## src/rtl/kamus_fetch_unit_if.sv

```systemverilog
// IF-side bus bundle for the kamus fetch unit: instruction-memory port,
// IF->ID instruction stream and the EX redirect.
//
// Handshakes:
//   imem: a request is offered with imem_req_o/imem_addr_o held stable until
//         imem_gnt_i. The accepted request completes with exactly one
//         imem_rvalid_i pulse carrying imem_rdata_i.
//   IF->ID: instr_o/instr_addr_o are valid while instr_valid_o is high. They
//         transfer on a cycle where instr_valid_o && instr_ready_i. Valid
//         does not depend on ready.
interface kamus_fetch_unit_if #(
    parameter int unsigned PC_WIDTH = 32
);
    logic                imem_req_o;
    logic [PC_WIDTH-1:0] imem_addr_o;
    logic                imem_gnt_i;
    logic                imem_rvalid_i;
    logic [31:0]         imem_rdata_i;
    logic [31:0]         instr_o;
    logic [PC_WIDTH-1:0] instr_addr_o;
    logic                instr_valid_o;
    logic                instr_ready_i;
    logic                redirect_i;
    logic [PC_WIDTH-1:0] redirect_pc_i;

    // Fetch unit side
    modport master (
        output imem_req_o, imem_addr_o, instr_o, instr_addr_o, instr_valid_o,
        input  imem_gnt_i, imem_rvalid_i, imem_rdata_i, instr_ready_i,
        input  redirect_i, redirect_pc_i
    );

    // Memory / decoder / EX side
    modport slave (
        input  imem_req_o, imem_addr_o, instr_o, instr_addr_o, instr_valid_o,
        output imem_gnt_i, imem_rvalid_i, imem_rdata_i, instr_ready_i,
        output redirect_i, redirect_pc_i
    );
endinterface

```

## src/rtl/kamus_fetch_unit.sv

```systemverilog
// Instruction fetch stage. Owns the PC, issues one word fetch at a time and
// buffers {addr, instr} pairs in a small FIFO that feeds the decoder. A
// redirect flushes the buffer and retires any in-flight fetch as stale.
module kamus_fetch_unit #(
    parameter int unsigned         PC_WIDTH   = 32,
    parameter logic [PC_WIDTH-1:0] RESET_PC   = '0,
    parameter int unsigned         FIFO_DEPTH = 2
) (
    input  logic               clk_i,
    input  logic               rst_ni,
    kamus_fetch_unit_if.master bus,
    output logic [1:0]         dbg_state_o
);
    localparam int unsigned      PTR_W   = $clog2(FIFO_DEPTH);
    localparam int unsigned      CNT_W   = $clog2(FIFO_DEPTH + 1);
    localparam logic [CNT_W-1:0] DEPTH_C = CNT_W'(FIFO_DEPTH);

    typedef enum logic [1:0] {
        IDLE = 2'd0,
        REQ  = 2'd1,
        WAIT = 2'd2,
        DROP = 2'd3
    } state_e;

    state_e              state_q, state_d;
    logic [PC_WIDTH-1:0] pc_q, pc_d;
    logic [PC_WIDTH-1:0] addr_q, addr_d;
    logic [PC_WIDTH-1:0] req_pc_q, req_pc_d;
    logic                stale_q, stale_d;
    logic [PC_WIDTH-1:0] redirect_pc;

    logic [PC_WIDTH-1:0] fifo_addr_q  [FIFO_DEPTH];
    logic [31:0]         fifo_instr_q [FIFO_DEPTH];
    logic [PTR_W-1:0]    wr_ptr_q, rd_ptr_q;
    logic [CNT_W-1:0]    count_q, count_d;
    logic                push, pop, flush, full, empty, credit;

    // Low two bits of the redirect target are dropped to keep fetches word aligned.
    assign redirect_pc = bus.redirect_pc_i & ~PC_WIDTH'(3);

    assign empty = (count_q == '0);
    assign full  = (count_q == DEPTH_C);
    assign flush = bus.redirect_i;
    // A response that races a redirect belongs to the old path and is not kept.
    assign push  = (state_q == WAIT) && bus.imem_rvalid_i && !bus.redirect_i;
    assign pop   = !empty && bus.instr_ready_i && !bus.redirect_i;

    // Occupancy after this cycle's flush/push/pop; used for the credit check.
    always_comb begin
        count_d = count_q;
        if (flush) begin
            count_d = '0;
        end else begin
            case ({push, pop})
                2'b10:   count_d = count_q + CNT_W'(1);
                2'b01:   count_d = count_q - CNT_W'(1);
                default: count_d = count_q;
            endcase
        end
    end

    // Only called when nothing is outstanding, so free space after this cycle is the credit.
    assign credit = (count_d < DEPTH_C);

    // Next-state logic for the fetch FSM and the PC/address registers.
    always_comb begin
        state_d  = state_q;
        pc_d     = pc_q;
        addr_d   = addr_q;
        req_pc_d = req_pc_q;
        stale_d  = stale_q;
        unique case (state_q)
            IDLE: begin
                if (bus.redirect_i) begin
                    pc_d    = redirect_pc;
                    state_d = REQ;
                end else if (credit) begin
                    state_d = REQ;
                end
            end
            REQ: begin
                if (bus.imem_gnt_i) begin
                    req_pc_d = addr_q;
                    if (bus.redirect_i) begin
                        pc_d    = redirect_pc;
                        state_d = DROP;
                    end else if (stale_q) begin
                        // pc_q already holds the redirect target; do not advance it.
                        state_d = DROP;
                    end else begin
                        pc_d    = pc_q + PC_WIDTH'(4);
                        state_d = WAIT;
                    end
                end else if (bus.redirect_i) begin
                    // The offered request must stay stable, so only remember it is stale.
                    pc_d    = redirect_pc;
                    stale_d = 1'b1;
                end
            end
            WAIT: begin
                if (bus.redirect_i) begin
                    pc_d    = redirect_pc;
                    state_d = bus.imem_rvalid_i ? REQ : DROP;
                end else if (bus.imem_rvalid_i) begin
                    state_d = credit ? REQ : IDLE;
                end
            end
            DROP: begin
                if (bus.redirect_i) begin
                    pc_d = redirect_pc;
                end
                // The stale response retires the outstanding fetch; leave once it lands.
                if (bus.imem_rvalid_i) begin
                    state_d = REQ;
                end
            end
            default: state_d = IDLE;
        endcase
        if (state_d == DROP || state_d == IDLE) begin
            stale_d = 1'b0;
        end
        // Capture the fetch address only when a new request is first offered.
        if (state_d == REQ && state_q != REQ) begin
            addr_d = pc_d;
        end
    end

    // FSM and PC state registers.
    always_ff @(posedge clk_i or negedge rst_ni) begin
        if (!rst_ni) begin
            state_q  <= IDLE;
            pc_q     <= RESET_PC;
            addr_q   <= RESET_PC;
            req_pc_q <= '0;
            stale_q  <= 1'b0;
        end else begin
            state_q  <= state_d;
            pc_q     <= pc_d;
            addr_q   <= addr_d;
            req_pc_q <= req_pc_d;
            stale_q  <= stale_d;
        end
    end

    // Fetch buffer storage, pointers and occupancy.
    always_ff @(posedge clk_i or negedge rst_ni) begin
        if (!rst_ni) begin
            wr_ptr_q <= '0;
            rd_ptr_q <= '0;
            count_q  <= '0;
            for (int i = 0; i < FIFO_DEPTH; i++) begin
                fifo_addr_q[i]  <= '0;
                fifo_instr_q[i] <= '0;
            end
        end else begin
            count_q <= count_d;
            if (flush) begin
                wr_ptr_q <= '0;
                rd_ptr_q <= '0;
            end else begin
                if (push) begin
                    fifo_addr_q[wr_ptr_q]  <= req_pc_q;
                    fifo_instr_q[wr_ptr_q] <= bus.imem_rdata_i;
                    wr_ptr_q               <= wr_ptr_q + PTR_W'(1);
                end
                if (pop) begin
                    rd_ptr_q <= rd_ptr_q + PTR_W'(1);
                end
            end
        end
    end

    assign bus.imem_req_o    = (state_q == REQ);
    assign bus.imem_addr_o   = addr_q;
    assign bus.instr_valid_o = !empty;
    assign bus.instr_o       = fifo_instr_q[rd_ptr_q];
    assign bus.instr_addr_o  = fifo_addr_q[rd_ptr_q];
    assign dbg_state_o       = state_q;

    // The credit rule leaves room for every accepted response.
    push_never_full_a: assert property (@(posedge clk_i) disable iff (!rst_ni) !(push && full));
endmodule
```

## src/flat_wrapper.sv

```systemverilog
// flat-port wrapper written by rule: the top's interface ports become plain ports
module kamus_fetch_unit_flat 
#(
    parameter int unsigned         PC_WIDTH   = 32,
    parameter logic [PC_WIDTH-1:0] RESET_PC   = '0,
    parameter int unsigned         FIFO_DEPTH = 2
)
  (clk_i, rst_ni, dbg_state_o, bus_imem_req_o, bus_imem_addr_o, bus_instr_o, bus_instr_addr_o, bus_instr_valid_o, bus_imem_gnt_i, bus_imem_rvalid_i, bus_imem_rdata_i, bus_instr_ready_i, bus_redirect_i, bus_redirect_pc_i);
  kamus_fetch_unit_if #(.PC_WIDTH(PC_WIDTH)) bus_i ();
  input  logic clk_i;
  input  logic rst_ni;
  output logic [1:0] dbg_state_o;
  output wire logic [$bits(bus_i.imem_req_o)-1:0] bus_imem_req_o;
  output wire logic [$bits(bus_i.imem_addr_o)-1:0] bus_imem_addr_o;
  output wire logic [$bits(bus_i.instr_o)-1:0] bus_instr_o;
  output wire logic [$bits(bus_i.instr_addr_o)-1:0] bus_instr_addr_o;
  output wire logic [$bits(bus_i.instr_valid_o)-1:0] bus_instr_valid_o;
  input wire logic [$bits(bus_i.imem_gnt_i)-1:0] bus_imem_gnt_i;
  input wire logic [$bits(bus_i.imem_rvalid_i)-1:0] bus_imem_rvalid_i;
  input wire logic [$bits(bus_i.imem_rdata_i)-1:0] bus_imem_rdata_i;
  input wire logic [$bits(bus_i.instr_ready_i)-1:0] bus_instr_ready_i;
  input wire logic [$bits(bus_i.redirect_i)-1:0] bus_redirect_i;
  input wire logic [$bits(bus_i.redirect_pc_i)-1:0] bus_redirect_pc_i;
  assign bus_imem_req_o = bus_i.imem_req_o;
  assign bus_imem_addr_o = bus_i.imem_addr_o;
  assign bus_instr_o = bus_i.instr_o;
  assign bus_instr_addr_o = bus_i.instr_addr_o;
  assign bus_instr_valid_o = bus_i.instr_valid_o;
  assign bus_i.imem_gnt_i = bus_imem_gnt_i;
  assign bus_i.imem_rvalid_i = bus_imem_rvalid_i;
  assign bus_i.imem_rdata_i = bus_imem_rdata_i;
  assign bus_i.instr_ready_i = bus_instr_ready_i;
  assign bus_i.redirect_i = bus_redirect_i;
  assign bus_i.redirect_pc_i = bus_redirect_pc_i;
  kamus_fetch_unit #(.PC_WIDTH(PC_WIDTH), .RESET_PC(RESET_PC), .FIFO_DEPTH(FIFO_DEPTH)) u_core (.clk_i(clk_i), .rst_ni(rst_ni), .bus(bus_i), .dbg_state_o(dbg_state_o));
endmodule
```

## config.mk

```make
export PLATFORM = sky130hd
export DESIGN_NAME = kamus_fetch_unit_flat
export DESIGN_NICKNAME = d
export VERILOG_FILES = /design/src/rtl/kamus_fetch_unit_if.sv /design/src/rtl/kamus_fetch_unit.sv /design/src/flat_wrapper.sv
export SDC_FILE = /design/constraint.sdc
export NUM_CORES = 1
export LEC_CHECK = 0
export BUFFER_PORTS_ARGS = -buffer_cell sky130_fd_sc_hd__buf_2
export CORE_MARGIN = 2
export CORE_UTILIZATION = 45
export CTS_BUF_LIST = sky130_fd_sc_hd__clkbuf_8
export CTS_CLUSTER_DIAMETER = 60
export DETAILED_ROUTE_END_ITERATION = 10
export GPL_ROUTABILITY_DRIVEN = 0
export GPL_TIMING_DRIVEN = 0
export PLACE_DENSITY = 0.66
export SLEW_MARGIN = 25
export SYNTH_ARGS = -nofsm -noshare
export SYNTH_HDL_FRONTEND = slang
export SYNTH_SLANG_ARGS = --single-unit
```

## constraint.sdc

```tcl
create_clock -name clk_i -period 3.5 [get_ports clk_i]
set_input_delay 0.175 -clock clk_i [delete_from_list [all_inputs] [get_ports clk_i]]
set_output_delay 0.175 -clock clk_i [all_outputs]
set_load 0.03 [all_outputs]
```

======== Word level (Yosys, flattened, before mapping) ========
Cells that the tools add are included.
W data, S select, Z words.
word-level totals
  register bits after elaboration ......... 231
  input port bits ......................... 70
  output and inout port bits .............. 100
  word-level logic and storage cells ...... 89
operators by class
  add/subtract/negate cells ............... 5
  magnitude comparators ................... 4
  eq/ne operators ......................... 9
  mux-type cells .......................... 36
  bitwise gates (word level) .............. 3
  reduce and logical (&&, ||, !) cells .... 20
operators with widths
  operator                 number
  $mux W32                 11
  $bwmux W64               2
  $pmux W32 S2             1
  $add A32 B3 Y32 const B  1
  $demux W32 S1            1
  $mux W2                  9
  $mux W1                  10
  $eq A2 B2 Y1 const B     4
  $pmux W2 S4              1
  $reduce_bool A2 Y1       4
  $eq A2 B1 Y1 const B     3
  $logic_and A1 B1 Y1      6
  $logic_not A2 Y1         3
  $ge A2 B2 Y1 const B     2
  $ne A2 B1 Y1 const B     2
  $not A1 Y2               2
  $pmux W2 S2              1
  $reduce_and A2 Y1        2
  $reduce_and A3 Y1        1
  $reduce_or A3 Y1         1
  $add A1 B1 Y1 const B    2
  $add A2 B1 Y2 const B    1
  $logic_not A1 Y1         2
  $lt A2 B1 Y1 const B     1
  other kinds (4)          4

======== Longest topological paths before layout ========
Gate-level depths: netlist (run 1).
  depth in word-level cells ............... 16
  depth in mapped cells ................... 16
  depth with buffers taken out ............ 12

======== Least setup slack after synthesis (run 1) ========
No wires, ideal clock.
  path type ............................... reg-to-reg
  start point ............................. register u_core.state_q[0], in the netlist u_core.dbg_state_o[0]
  end point ............................... register u_core.addr_q[13], in the netlist u_core.bus.imem_addr_o[13]
  setup time .............................. 0.083 ns
  data arrival time ....................... 2.799 ns
  path slack .............................. 0.618 ns
  stages on the path, launching flop included .. 15
  buffers on the path ..................... 2
  cells stage by stage .................... dfrtp_1 -> nand3b_4 -> nor2_2 -> inv_1 -> ha_1 -> xnor2_1 -> or3_1 -> a21oi_1 -> o22ai_1 -> ha_1 -> nand2_1 -> buf_2 -> buf_1 -> nand2_1 -> o21ai_0
between the ends
  longest elaborated chain between the ends .. 13
  elaborated cells between the ends (all ways) .. 24
  classes of those cells .................. order compare (1); eq/ne (7); mux (11); reduce/logical (5)
ends and longest elaborated chain
  element                                       line                     text
  from (decl)                                   kamus_fetch_unit.sv:25   state_e state_q, state_d;
  from (signal assigned)                        kamus_fetch_unit.sv:137  state_q <= state_d;
  $eq A2 B2 Y1 *                                kamus_fetch_unit.sv:45   assign push = (state_q == WAIT) && bus.imem_rvalid_i && !bus.redirect_i;
  $logic_and A1 B1 Y1 * (2 in series)           kamus_fetch_unit.sv:45
  $eq A2 B1 Y1 or $eq A2 B2 Y1 (tied branches)  kamus_fetch_unit.sv:54   case ({push, pop})
  $pmux W2 S2 *                                 kamus_fetch_unit.sv:54
  $mux W2 *                                     kamus_fetch_unit.sv:51   if (flush) begin
  via u_core.count_d[1]                         kamus_fetch_unit.sv:35   logic [CNT_W-1:0] count_q, count_d;
  $lt A2 B2 Y1 *                                kamus_fetch_unit.sv:63   assign credit = (count_d < DEPTH_C);
  $mux W1                                       kamus_fetch_unit.sv:105  state_d = credit ? REQ : IDLE;
  $mux W2                                       kamus_fetch_unit.sv:104  end else if (bus.imem_rvalid_i) begin
  $mux W2                                       kamus_fetch_unit.sv:101  if (bus.redirect_i) begin
  $pmux W2 S4 *                                 kamus_fetch_unit.sv:72   unique case (state_q)
  via u_core.state_d[0]                         kamus_fetch_unit.sv:25
  $eq A2 B1 Y1 *                                kamus_fetch_unit.sv:123  if (state_d == REQ && state_q != REQ) begin
  $logic_and A1 B1 Y1 *                         kamus_fetch_unit.sv:123
  to (signal assigned)                          kamus_fetch_unit.sv:139  addr_q <= addr_d;
  to (decl)                                     kamus_fetch_unit.sv:27   logic [PC_WIDTH-1:0] addr_q, addr_d;
The timed path passes the listed nets; every way through them passes the cells marked *.
A chain may end at the register's enable or synchronous reset.

======== Worst setup path after layout (run 1) ========
  start point ............................. input port bus_redirect_i
  end point ............................... register u_core.addr_q[22], in the netlist u_core.bus.imem_addr_o[22]
between the ends
  longest elaborated chain between the ends .. 12
  elaborated cells between the ends (all ways) .. 22
  classes of those cells .................. order compare (1); eq/ne (3); mux (14); reduce/logical (4)
ends and longest elaborated chain
  element                                       line                                            text
  from (decl)                                   flat_wrapper.sv:22                              input wire logic [$bits(bus_i.redirect_i)-1:0] bus_redirect_i;
  $logic_not A1 Y1                              kamus_fetch_unit.sv:45, kamus_fetch_unit.sv:46
  $logic_and A1 B1 Y1 (on tied branches)        kamus_fetch_unit.sv:46, kamus_fetch_unit.sv:45
  $eq A2 B1 Y1 or $eq A2 B2 Y1 (tied branches)  kamus_fetch_unit.sv:54
  $pmux W2 S2                                   kamus_fetch_unit.sv:54
  $mux W2 *                                     kamus_fetch_unit.sv:51
  via u_core.count_d[1]                         kamus_fetch_unit.sv:35
  $lt A2 B2 Y1 *                                kamus_fetch_unit.sv:63
  $mux W1                                       kamus_fetch_unit.sv:105
  $mux W2                                       kamus_fetch_unit.sv:104
  $mux W2                                       kamus_fetch_unit.sv:101
  $pmux W2 S4 *                                 kamus_fetch_unit.sv:72
  via u_core.state_d[0]                         kamus_fetch_unit.sv:25
  $eq A2 B1 Y1 *                                kamus_fetch_unit.sv:123
  $logic_and A1 B1 Y1 *                         kamus_fetch_unit.sv:123
Marked as above.

==> summary.md, run 1 <==
| Metric | Value |
|---|---|
| Global-route met1 utilization | roughly 29% |
| Clk_skew | ~0.024 ns |
| Outcome | finished, final reports clean |
| R2R Setup Slk | 0.43 ns |
| M3 GR Usage | between 3 and 4% |
| Clock buffer count from CTS | 41 |
| Seq pwr share | about 44% |
| First-pass GRT wire length | slightly below 40000 µm |
| Placed cells | approximately 1200 |
| Count of unique library cells instantiated by Yosys | 48 |
| CTS Root Cell | clkbuf_8 |
| Share of layout cells above drive strength 1 | a little over two fifths |
| Total track usage | about a fifth |
| I/O pin count | 170 |
| EDFF count, synth | 0 |
| Synth warn | 0 |
| DR pass1 iterations | 4 |
| Drt via density | slightly above 5 |
| Hold Crit Endpoint | u_core.pc_q[22] |
| Clock Power Share | 30.6% |
| CTS tree | yes |
| Top cell type's share of synthesized area | 57.1% |
| Most common library cells after synthesis | 231 x dfrtp_1, 200 x mux2_2, 134 x nand2_1 |
| Core outline area | approximately 0.022 mm² |
| Min cycle time layout | slightly above 3 ns |
| Largest net degree at the start of global routing | slightly above 70 |
| Synth area leader | dfrtp_1 |
| Top-count cell post-synth | dfrtp_1 |
| Worst hold stages | 3 |
| Cell area after synthesis | 0.0101 mm² |
| Full die area | approximately 0.024 mm² |
| Synth async-reset ratio | 100% |
| Iter 0 DRT Violations | approximately 240 |
| Die Span Y | 154 µm |
| Hold slack | around 0.028 ns |
| Remaining antenna violation count | 0 |
| Worst Setup End Kind | flop |
| Gr busiest metal | met2 |
| Vias in the first global route | 7259 |
| Static leakage | 0.00669 µW |
| Reg area | 0.00578 mm² |
| Detailed Route WL | roughly 24000 µm |
| Post-CTS setup buffer count | 0 |
| Vias | 7035 |
| Area Overhead vs Synth | 26.6% |
| Crit start category | input port |
| Multi-input gate area | ~0.0042 mm² |
| CP arrival | approximately 3.5 ns |
| Syn nets | just under 900 |
| CTS sink cnt | 231 |
| RSZ-0062 raised after global routing | no |
| Worst-Skew Late Latency | approximately 0.54 ns |
| CTS max path bufs | 3 |
| Register bit count reported by yosys | approximately 230 |
| Sw Share | 34.5% |
| R2R cell count | 14 |
| RR Endpoint | u_core.bus.imem_addr_o[22] |
| Final nets | approximately 1100 |
| Least-Margin Pin Slew | just under 0.7 ns |
| Syn_area_per_cell | about 13 µm² |
| Net switching power | around 2900 µW |
| Post-route DRC | 0 |
| Final-report hold violation count | 0 |
| Clk slew on worst S/H paths | 0.06 ns |
| Rows | 54 |
| Cell count after synthesis | 798 |
| Synth area leaders | dfrtp_1 57%, mux2_2 22%, nand2_1 5.0% |
| Final Power | roughly 8400 µW |
| Pins Over Slew Limit | 0 |
| Synth Flop Type | dfrtp_1 |
| H-Tree Depth | 2 |
| Layout Utilization | about three fifths |
| Final period util | around nine tenths |
| Setup Viol. Count Final | 0 |
| F_max | between 0.3 and 0.4 GHz |
| Comb power frac | between 20% and 30% |
| Int Pwr | roughly 5500 µW |
| Worst IR drop on VDD | about 530 µV |
| PD cells | 652 mW/mm² |
| Hpwl dp | approximately 17000 µm |
| WL per Instance | between 15 and 20 µm |
| DIE WIDTH | ~150 µm |
| I/O Buffers | 167 |
| Max-slew headroom | 53.6% |
| Worst Setup Path Type | in -> reg |
| Worst hold path type | in -> reg |
| Met2 usage | about a third |
| Initial Util | 46.1% |
| Hold Path Origin | bus_redirect_pc_i[22] |
| Initial antenna violation count | 1 |
| Grt ovf | 0 |
| Max-Cap Viols | 0 |
| Sequential fraction of the synthesis area | a little under three fifths |
| Worst Path Max Fanout | 10 |
| R2R Path Start | u_core.dbg_state_o[0] |
| Final std cells w/o fill | 1376 |
| Fillers | ~1900 |
| Critical Path RT | slightly below 4 ns |
flip-flops by register name, summed over array words and instances, names as in the netlist:
name,count
u_core.rd_ptr_q,1
u_core.wr_ptr_q,1
u_core.fifo_instr_q,64
u_core.fifo_addr_q,64
u_core.stale_q,1
u_core.count_q,2
u_core.dbg_state_o,2
u_core.pc_q,32
u_core.bus.imem_addr_o,32
u_core.req_pc_q,32
critical path, stage by stage:
cell and delay, ns:
buf_2 0.12, buf_2 0.29, buf_2 0.31, clkinv_1 0.33, nand3_1 0.19, inv_1 0.06, ha_1 0.21, xnor2_1 0.14
or3_1 0.30, a21oi_1 0.20, o22ai_1 0.14, ha_1 0.26, nand2_1 0.09, buf_2 0.24, clkbuf_2 0.30, nand2_1 0.09
o21ai_0 0.07
cells in the final DEF, fill, tap and decap left out, drive strengths merged, types with 6 or more instances in the layout:
cell,synthesis,routed
a31oi,7,7
nand4,14,14
nor2,15,15
inv,6,18
dfrtp,231,231
o21ai,27,27
and3,8,8
nand2,135,135
nand3,15,15
clkbuf,17,70
and2,6,6
buf,20,189
nor4,6,6
dlygate4sd3,0,56
mux2,204,204
a21oi,13,13
mux2i,31,31
power by group through the flow:
stage / clock network [µW] / registers (µW) / logic, µW
after detailed placement: 0 / 3690 / 2120
after global routing: 2750 / 3720 / 2330
after CTS: 2630 / 3650 / 2180
final: 2560 / 3640 / 2160
after floorplan: 0 / 3910 / 1130
after global placement: 0 / 3670 / 2080
final cells by class:
| type | count | share of cell area (%) |
|---|---|---|
| clock inverter | 19 | 1.05 |
| sequential | 231 | 45.1 |
| timing repair buffer | 226 | 11.6 |
| antenna | 1 | 0.0195 |
| buffer | 37 | 1.29 |
| tap | 280 | 2.73 |
| inverter | 7 | 0.205 |
| multi-input combinational | 523 | 32.4 |
| clock buffer | 52 | 5.58 |
repair_timing:
item,in CTS,in global routing
setup endpoints to repair,0,19
hold endpoints to repair,267,0
hold buffers,56,0
gates resized for setup,0,3
routing by layer:
metal  vias up  share of wire, %
met5         -                 0
met4         0               1.6
met3        34               5.1
met2       168                47
met1      3476                47
li1       3357                 -
cell families (layout without fill, tap and decap cells):
| family | after synthesis | after routing | synth area share [%] |
|---|---|---|---|
| simple gates | 221 | 221 | 11.1 |
| xor+xnor | 7 | 7 | 0.605 |
| buf+inv | 44 | 341 | 1.86 |
| mux | 235 | 235 | 25.7 |
| flops | 231 | 231 | 57.1 |
| compound gates | 56 | 56 | 3.12 |
| other cells | 0 | 1 | 0 |
| fa+ha+maj | 4 | 4 | 0.494 |
through the flow:
step	setup TNS, ns	worst slack, ns	area, µm²
after global routing	0	0.106	12800
after floorplan	0	0.618	10100
after global placement	-438.58	-1.90	11300
final	0	0.413	12800
after CTS	0	0.260	12800
after detailed placement	-4.13	-0.231	11400
worst max path at each step:
stage	from	endpoint	slack (ns)	cells after the start
global placement	rst_ni	u_core.fifo_addr_q[61]	-1.90	1
floorplan	u_core.dbg_state_o[0]	u_core.bus.imem_addr_o[13]	0.62	14
detailed placement	bus_redirect_i	u_core.bus.imem_addr_o[22]	-0.23	17
CTS	u_core.dbg_state_o[0]	u_core.bus.imem_addr_o[22]	0.26	14
global route	bus_redirect_i	u_core.bus.imem_addr_o[30]	0.11	17
finish	bus_redirect_i	u_core.bus.imem_addr_o[22]	0.41	17
No activity file was read; power rests on OpenSTA's default activity.
==> run 2, diff against run 1 <==
Settings changed: MAX_ROUTING_LAYER from default to met4.
==> run 2 against run 1 <==
Net effect: register-to-register slack improved by 0.04 ns; power barely moved; clock skew rose by 0.0025 ns; global-route usage rose by 0.64 points; maximum frequency rose by 1.1%; clock-buffer cell count did not move; sequential share of layout area did not move; sequential cell count did not move; largest power group unchanged; clock power barely moved; sequential power barely moved; critical path depth did not move.
==> summary.md, run 2 (synthesis gave the netlist of run 1 again) <==
| Metric | Value |
|---|---|
| Outcome | finished, final reports clean |
| DIE WIDTH | 154 µm (unchanged) |
| Clock Power Share | 30.6% (about the same) |
| Detailed Route WL | 23800 µm (-0.24%) |
| Worst-Skew Late Latency | 0.54 ns (about the same) |
| Crit path buf inv count | 7 (unchanged) |
| Initial Util | 46.1% (unchanged) |
| Net switching power | 2880 µW (-0.13%) |
| I/O pin count | 170 (unchanged) |
| Final std cells w/o fill | 1376 (unchanged) |
| Iter 0 DRT Violations | 247 (+4.7%) |
| Post-route cell area | 0.0128 mm² (unchanged) |
| Least-Margin Pin Slew | 0.700 ns (+0.00344 ns) |
| CP dominant cell by count | buf_2 |
| R2R cell count | 14 (unchanged) |
| Critical Path Max Stage Delay | 0.33 ns (about the same) |
| WL per Instance | 17.3 µm (-0.24%) |
| H-Tree Depth | 2 (unchanged) |
| Setup Viol. Count Final | 0 (unchanged) |
| Vias in the first global route | 7263 (+0.055%) |
| Pins Over Slew Limit | 0 (unchanged) |
| Worst Setup Path Type | in -> reg |
| Final nets | 1141 (unchanged) |
| Share of layout cells above drive strength 1 | 42.4% (unchanged) |
| Static leakage | 0.00669 µW (unchanged) |
| Total track usage | 21.1% (+0.64 points) |
| RSZ-0062 raised after global routing | no |
| Comb power frac | 25.8% (about the same) |
| Sw Share | 34.5% (about the same) |
| Worst IR drop on VDD | 532 µV (-0.15%) |
| CTS sink cnt | 231 (unchanged) |
| Initial antenna violation count | 1 (unchanged) |
| First-pass GRT wire length | 38900 µm (about the same) |
| Clock buffer count from CTS | 41 (unchanged) |
| Post-route DRC | 0 (unchanged) |
| Area Overhead vs Synth | 26.6% (unchanged) |
| I/O Buffers | 167 (unchanged) |
| Hpwl dp | 16600 µm (unchanged) |
| Worst Path Max Fanout | 10 (unchanged) |
| Clk slew on worst S/H paths | 0.06 ns (about the same) |
| CP arrival | 3.48 ns (-0.04 ns) |
| Critical path's slowest cell | clkinv_1 |
| Placed cells | 1248 (unchanged) |
| Critical Path RT | 3.92 ns (-0.02 ns) |
| Rows | 54 (unchanged) |
| Final-report hold violation count | 0 (unchanged) |
| Seq pwr share | 43.6% (about the same) |
| Drt via density | 5.13 (+0.28%) |
| WP depth | 17 (unchanged) |
| Worst hold path type | in -> reg |
| Final period util | 87.2% (-0.98 points) |
| Final Power | 8360 µW (about the same) |
| Crit start category | input port |
| Worst hold stages | 3 (unchanged) |
| CTS max path bufs | 3 (unchanged) |
| Max-slew headroom | 53.3% (-0.23 points) |
| DP Area | 0.0114 mm² (unchanged) |
| CTS Root Cell | clkbuf_8 |
| CTS tree | yes |
| CP top delay family | buffers and inverters |
| Worst Setup End Kind | flop |
| Int Pwr | 5480 µW (about the same) |
| Vias | 7055 (+0.28%) |
| Full die area | 0.0237 mm² (unchanged) |
| F_max | 0.328 GHz (+1.1%) |
| DR pass1 iterations | 4 (unchanged) |
| Commonest cells after routing, fill and taps aside | 231 x dfrtp_1, 200 x mux2_2, 185 x buf_2, 134 x nand2_1, 56 x dlygate4sd3_1 |
| Post-CTS setup buffer count | 0 (unchanged) |
| Min cycle time layout | 3.05 ns (-0.0344 ns) |
| Core outline area | 0.0220 mm² (unchanged) |
| Leading cell type in the layout, fill and taps excluded | dfrtp_1 |
| Max-Cap Viols | 0 (unchanged) |
| Grt ovf | 0 (unchanged) |
| PD cells | 652 mW/mm² (about the same) |
| CP cell instances | buf_2 -> buf_2 -> buf_2 -> clkinv_1 -> nand3_1 -> inv_1 -> ha_1 -> xnor2_1 -> or3_1 -> a21oi_1 -> o22ai_1 -> ha_1 -> nand2_1 -> buf_2 -> clkbuf_2 -> nand2_1 -> o21ai_0 |
| Die Span Y | 154 µm (unchanged) |
| Clk_skew | 0.0260 ns (+0.00251 ns) |
| Largest net degree at the start of global routing | 72 (unchanged) |
| Remaining antenna violation count | 0 (unchanged) |
| Biggest regs | u_core.fifo_addr_q x64, u_core.fifo_instr_q x64 |
-- run 2: cell counts in the layout (fill, tap and decap cells not counted) --
Identical to the previous run, type by type.
-- run 2: through the flow --
stage / setup WS, ns / hold WS (ns) / utilization, % / TNS, ns
CTS: 0.260 / 0.00239 / 58.4 / 0
floorplan: 0.618 / -0.121 / - / 0
detailed placement: -0.231 / 0.0796 / 52.0 / -4.13
global placement: -1.90 / 0.421 / 51.5 / -438.58
global route: 0.106 / 0.0149 / 58.4 / 0
finish: 0.448 / 0.0281 / 58.4 / 0
-- run 2: worst paths after layout --
kind	from	end	slack, ns
min in group asynchronous	rst_ni	u_core.fifo_addr_q[15]	0.11
max in group asynchronous	rst_ni	u_core.fifo_addr_q[59]	2.39
hold reg to reg	u_core.pc_q[31]	u_core.pc_q[31]	0.45
setup reg to reg	u_core.dbg_state_o[0]	u_core.bus.imem_addr_o[28]	0.47
hold / removal	bus_redirect_pc_i[22]	u_core.pc_q[22]	0.03
setup / recovery	bus_redirect_i	u_core.bus.imem_addr_o[28]	0.45
-- run 2: repair_timing --
item / CTS / global route
hold buffers: 56 / 0
endpoints found under the hold margin: 267 / 0
endpoints found under the setup margin: 0 / 19
gates resized for setup: 0 / 3
-- run 2: routing by layer --
metal | GRT usage, % | wire [µm] | vias to the layer above
met5 | - | 0 | -
li1 | - | - | 3360
met2 | 32.8 | 11100 | 156
met3 | 3.64 | 968 | 34
met1 | 28.9 | 11300 | 3505
met4 | 5.47 | 371 | 0
-- run 2: power by group through the flow --
| stage | sequential, µW | clock, µW | combinational, µW |
|---|---|---|---|
| final | 3640 | 2560 | 2160 |
| after global routing | 3720 | 2760 | 2330 |
| after CTS | 3650 | 2630 | 2180 |
| after detailed placement | 3690 | 0 | 2120 |
| after global placement | 3670 | 0 | 2080 |
| after floorplan | 3910 | 0 | 1130 |
-- run 2: area by class of cell --
| cell class | instances | area (µm²) |
|---|---|---|
| buffer | 37 | 165 |
| tap | 280 | 350 |
| multi-input combinational | 523 | 4160 |
| fill | 1878 | 9130 |
| sequential | 231 | 5780 |
| inverter | 7 | 26.3 |
| antenna | 1 | 2.50 |
| timing repair buffer | 226 | 1490 |
| clock inverter | 19 | 135 |
| clock buffer | 52 | 716 |
-- run 2: worst reg2reg max path, cell delays in order (launching register included) --
cell	delay [ns]
dfrtp_1	0.47
nand3b_4	0.22
nor2_2	0.18
inv_1	0.06
ha_1	0.23
xnor2_1	0.14
or3_1	0.30
a21oi_1	0.19
o22ai_1	0.13
ha_1	0.26
nand2_1	0.09
buf_2	0.23
clkbuf_2	0.28
nand2_1	0.07
o21ai_0	0.08
